**config.mk**
```make
export PLATFORM = sky130hd
export DESIGN_NAME = fir_out_stage
export DESIGN_NICKNAME = d
export VERILOG_FILES = /design/src/rtl/fir_out_stage.sv
export SDC_FILE = /design/constraint.sdc
export NUM_CORES = 1
export LEC_CHECK = 0
export CORE_AREA = 2 2 84 146
export CTS_CLUSTER_SIZE = 30
export DETAILED_ROUTE_END_ITERATION = 10
export DIE_AREA = 0 0 86 148
export PLACE_DENSITY = 0.75
export SLEW_MARGIN = 20
export SYNTH_ARGS = -nofsm -noshare
export SYNTH_HDL_FRONTEND = slang
export SYNTH_SLANG_ARGS = --single-unit
```
**constraint.sdc**
```tcl
create_clock -name clk -period 3.85 [get_ports clk]
set_input_delay 1.155 -clock clk [delete_from_list [all_inputs] [get_ports clk]]
set_output_delay 1.155 -clock clk [all_outputs]
set_load 0.05 [all_outputs]
```
**src/rtl/fir_out_stage.sv**
```systemverilog
`default_nettype none
// +----------------------------------------------------------------------------+
// | Module   : fir_out_stage                                                   |
// | Brief    : Round/shift/saturate FIR output into a FWFT FIFO with drop count |
// | Revision : 1.0 - initial release                                           |
// +----------------------------------------------------------------------------+
module fir_out_stage #(
    parameter int IN_W   = 36,
    parameter int OUT_W  = 16,
    parameter int SHIFT  = 15,
    parameter int DEPTH  = 4,
    parameter int WARMUP = 3
) (
    input  logic                    clk,
    input  logic                    reset,
    input  logic                    in_valid,
    input  logic signed [IN_W-1:0]  y_in,
    output logic                    out_valid,
    input  logic                    out_ready,
    output logic signed [OUT_W-1:0] y_out,
    output logic                    sat_out,
    output logic [15:0]             drop_cnt
);

    localparam int c_AW  = $clog2(DEPTH);
    localparam int c_PW  = c_AW + 1;
    localparam int c_WCW = (WARMUP > 0) ? $clog2(WARMUP + 1) : 1;

    localparam logic [c_WCW-1:0]       c_WARMUP = c_WCW'(WARMUP);
    localparam logic signed [IN_W:0]   c_ONE    = (IN_W + 1)'(1);
    localparam logic signed [IN_W:0]   c_ROUND  = c_ONE <<< (SHIFT - 1);
    localparam logic signed [IN_W:0]   c_MAX    = (c_ONE <<< (OUT_W - 1)) - c_ONE;
    localparam logic signed [IN_W:0]   c_MIN    = -(c_ONE <<< (OUT_W - 1));

    logic [c_WCW-1:0]        r_warm_cnt;
    logic                    w_warm_done;

    logic signed [IN_W:0]    w_ext;
    logic signed [IN_W:0]    w_sum;
    logic signed [IN_W:0]    w_rnd;
    logic [OUT_W-1:0]        w_s1_data;
    logic                    w_s1_sat;

    logic                    r_s1_valid;
    logic [OUT_W-1:0]        r_s1_data;
    logic                    r_s1_sat;

    logic [c_PW-1:0]         r_wp;
    logic [c_PW-1:0]         r_rp;
    logic [OUT_W:0]          r_mem [DEPTH];
    logic [OUT_W:0]          w_head;
    logic                    w_empty;
    logic                    w_full;
    logic                    w_pop;
    logic                    w_push;
    logic                    w_drop;
    logic [15:0]             r_drop_cnt;

    assign w_warm_done = (r_warm_cnt == c_WARMUP);

    always_ff @(posedge clk or negedge reset) begin
        if (!reset) begin
            r_warm_cnt <= '0;
        end else if (in_valid && !w_warm_done) begin
            r_warm_cnt <= r_warm_cnt + c_WCW'(1);
        end
    end

    // One extra bit of headroom so the rounding offset can never wrap.
    assign w_ext = {y_in[IN_W-1], y_in};
    assign w_sum = w_ext + c_ROUND;
    assign w_rnd = w_sum >>> SHIFT;

    always_comb begin
        w_s1_data = w_rnd[OUT_W-1:0];
        w_s1_sat  = 1'b0;
        if (w_rnd > c_MAX) begin
            w_s1_data = c_MAX[OUT_W-1:0];
            w_s1_sat  = 1'b1;
        end else if (w_rnd < c_MIN) begin
            w_s1_data = c_MIN[OUT_W-1:0];
            w_s1_sat  = 1'b1;
        end
    end

    always_ff @(posedge clk or negedge reset) begin
        if (!reset) begin
            r_s1_valid <= 1'b0;
            r_s1_data  <= '0;
            r_s1_sat   <= 1'b0;
        end else begin
            r_s1_valid <= in_valid && w_warm_done;
            if (in_valid && w_warm_done) begin
                r_s1_data <= w_s1_data;
                r_s1_sat  <= w_s1_sat;
            end
        end
    end

    assign w_empty = (r_wp == r_rp);
    assign w_full  = (r_wp[c_AW] != r_rp[c_AW]) && (r_wp[c_AW-1:0] == r_rp[c_AW-1:0]);
    assign w_pop   = !w_empty && out_ready;
    // A pop frees the slot this cycle, so a full FIFO still accepts the push.
    assign w_push  = r_s1_valid && (!w_full || w_pop);
    assign w_drop  = r_s1_valid && w_full && !w_pop;

    always_ff @(posedge clk or negedge reset) begin
        if (!reset) begin
            r_wp <= '0;
            r_rp <= '0;
            for (int i = 0; i < DEPTH; i++) begin
                r_mem[i] <= '0;
            end
        end else begin
            if (w_push) begin
                r_mem[r_wp[c_AW-1:0]] <= {r_s1_sat, r_s1_data};
                r_wp                  <= r_wp + c_PW'(1);
            end
            if (w_pop) begin
                r_rp <= r_rp + c_PW'(1);
            end
        end
    end

    always_ff @(posedge clk or negedge reset) begin
        if (!reset) begin
            r_drop_cnt <= '0;
        end else if (w_drop && (r_drop_cnt != 16'hFFFF)) begin
            r_drop_cnt <= r_drop_cnt + 16'd1;
        end
    end

    assign w_head    = r_mem[r_rp[c_AW-1:0]];
    assign out_valid = !w_empty;
    assign y_out     = w_head[OUT_W-1:0];
    assign sat_out   = w_head[OUT_W];
    assign drop_cnt  = r_drop_cnt;

endmodule
`default_nettype wire
```
==> qor.yml <==
run_status:
  status: "complete, no violations"
placement:
  hpwlAfterDp_um: 8310
  portBuffers: 59
  gp_congestion: 0.867
synthesis:
  synth_common_cells: "110 x dfrtp_1, 71 x mux2_2, 25 x nor2_1"
  synth_most_common_cell: "dfrtp_1"
  synth_area_leaders: "dfrtp_1 49%, mux2_2 14%, mux4_2 6.7%, a2111oi_4 3.9%, xnor2_1 3.4%"
  synth_area_leader_cell: "dfrtp_1"
  synth_top_family_by_area: "multiplexers"
  synth-simple-area-share_pct: 12.2
  postSynth.asyncResetShare_pct: 100
  syn_area_um2: 5680
  synthAdderAreaFrac_pct: 1.76
  synth_mux_area_share_pct: 20.8
  synth_top_area_share_pct: 48.5
  synth_seq_area_share_pct: 48.5
  ys.flop_type: "dfrtp_1"
  synth_xor_area_share_pct: 6.31
  synth_compound_area_share_pct: 7.98
  netlist-cell-type-count: 53
  ys_warn_count: 0
  avgSynthCellArea_um2: 13.4
  synth_edf_count: 0
  synthesis.instances: 424
  ys_seq_elements: 110
  syn-num-nets: 472
floorplan:
  core_area_um2: 11500
  die_y_um: 148
  core.rowCount: 52
  die-area_um2: 12700
  io_pins: 74
  die_w_um: 86
  start_util_pct: 49.3
timing:
  fin_crit_sh_pct: 91.8
  grt_setup_unrepaired: "no"
  slew_viol_final: 0
  setup_violations: 0
  finalHoldViolations: 0
  fin_skew_ps: 5.23
  setup_tns_ps: 0
  fin_crit_ps: 3530
  tightest_slew_ps: 694
  whs_ps: 478
  slew_headroom_pct: 53.0
  max_freq_mhz: 283
pwr:
  ir_worst_vdd_mv: 0.352
  leakage_nw: 2.76
  power_density_nw_per_um2: 798
setup_path:
  critPathMaxFanout: 20
  worstSetupEndpointType: "primary output"
  r2r-start: "r_rp[0]"
  path_class: "reg2out"
  r2r_end: "r_mem[5]"
  crit_path_start_kind: "register"
  reg2reg_depth: 6
  crit_required_ps: 2690
  regToRegSetupSlack_ps: 1270
  worstPathArrival_ps: 2380
detailed_routing:
  post_drt_wl_per_cell_um: 18.1
  drc: 0
  via_per_inst: 5.80
  drtAntennaViolNets: 0
  totalWireLength_um: 11300
  vias: 3632
  first_pass_iters: 8
  first_iter_violations: 144
clock_tree:
  clock_latency_ps: 350
  cts_tree: "done"
  post-cts-setup-buffers: 0
  clock-root-buffer: "clkbuf_16"
  cts_max_path_buffers: 2
  clk_pin_slew_ps: 70
  cts.sinks: 110
  htree_levels: 3
  numCtsBuffers: 9
  postCtsHoldBufs: 0
  cts_resized: 0
layout:
  drive_gt1_share_pct: 29.9
  antenna_cells: 0
  area_growth_pct: 18.1
  fin_nets: 534
global_routing:
  grt_pass1_vias: 3914
  grt_pass1_wl_um: 19300
  antenna_found_initial: 0
  grt_max_degree: 58
  grt_usage_pct: 19.3
  grt_overflow: 0
worst_hold_path:
  hp-class: "reg2reg"
  hold_depth: 1
  min_from: "r_warm_cnt[0]"
  hold_end: "r_warm_cnt[0]"
run:
  cap_violations: 0
[cells in the final DEF (no fill, tap or decap), drive strengths merged, types with 2 or more instances in the layout]
| cell | Yosys | routed |
|---|---|---|
| dfrtp | 110 | 110 |
| mux2 | 71 | 71 |
| clkdlybuf4s50 | 0 | 58 |
| nand2 | 28 | 28 |
| nor2 | 25 | 25 |
| nand3 | 23 | 23 |
| xnor2 | 23 | 23 |
| mux4 | 17 | 17 |
| xor2 | 17 | 17 |
| and2 | 13 | 13 |
| a2111oi | 13 | 13 |
| clkbuf | 5 | 10 |
| buf | 11 | 9 |
| ha | 8 | 8 |
| nand4 | 8 | 8 |
| inv | 6 | 7 |
| and3 | 6 | 6 |
| nor3 | 5 | 5 |
| o21ai | 4 | 4 |
| nor4 | 4 | 4 |
| and4 | 4 | 4 |
| a31oi | 4 | 4 |
| o31ai | 3 | 3 |
| clkinv | 0 | 3 |
| nor2b | 2 | 2 |
| clkinvlp | 0 | 2 |
[cell families after synthesis]
group,count (synthesis)
AO/OA/AOI/OAI,34
XOR/XNOR,40
adder cells (fa/ha/maj),8
buffers and inverters,22
flip-flops,110
multiplexers,88
AND/OR/NAND/NOR,122
[worst max-delay path by stage]
stage,startpoint,end,slack [ps],cells after the start
6_report,r_rp[0],y_out[3],320,3
5_1_grt,y_in[15],r_s1_data[12],210,9
4_1_cts,r_rp[0],y_out[3],270,3
3_5_place_dp,y_in[15],r_s1_data[12],40,9
3_3_place_gp,y_in[14],r_s1_data[12],230,9
2_1_floorplan,y_in[14],r_s1_data[4],980,8
[registers in the layout, summed over array words and instances (netlist names)]
| name | cells |
|---|---|
| drop_cnt | 16 |
| r_mem | 68 |
| r_rp | 3 |
| r_s1_data | 16 |
| r_s1_sat | 1 |
| r_s1_valid | 1 |
| r_warm_cnt | 2 |
| r_wp | 3 |
[metrics by stage]
step | setup slack (ps) | cells | instance area, um2 | utilization, % | total power, W
floorplan | 976 | 424 | 5680 | - | 0.00376
global placement | 233 | 610 | 6410 | 55.6 | 0.00439
detailed placement | 35.4 | 610 | 6410 | 55.7 | 0.00451
CTS | 274 | 626 | 6700 | 58.2 | 0.00539
global route | 211 | 626 | 6700 | 58.2 | 0.00564
finish | 316 | 626 | 6700 | 58.2 | 0.00534
[where the power goes]
part / internal, W / switching [W] / leakage [nW]
Clock: 0.000460 / 0.000424 / 0.135
Sequential: 0.00163 / 0.000326 / 1.34
Combinational: 0.00114 / 0.00136 / 1.29
[layout make-up]
class	instances	area [um2]
clock buffer	10	239
clock inverter	6	46.3
fill	939	4820
inverter	6	22.5
multi-input combinational	292	2800
sequential	110	2750
tap	135	169
timing repair buffer	67	673
[critical path: stages (launching register included)]
cell and delay [ps]:
dfrtp_1 340, buf_4 370, mux4_2 590, clkdlybuf4s50_1 720
[layer usage]
| metal | routed length, um | up-vias | global-route usage, % |
|---|---|---|---|
| met2 | 6210 | 75 | 35.0 |
| met4 | 181 | 0 | 7.30 |
| met1 | 4640 | 1864 | 23.0 |
| met3 | 292 | 13 | 2.46 |
| li1 | - | 1680 | - |
| met5 | 0 | - | 0 |
No activity file was read; power rests on OpenSTA's default activity.
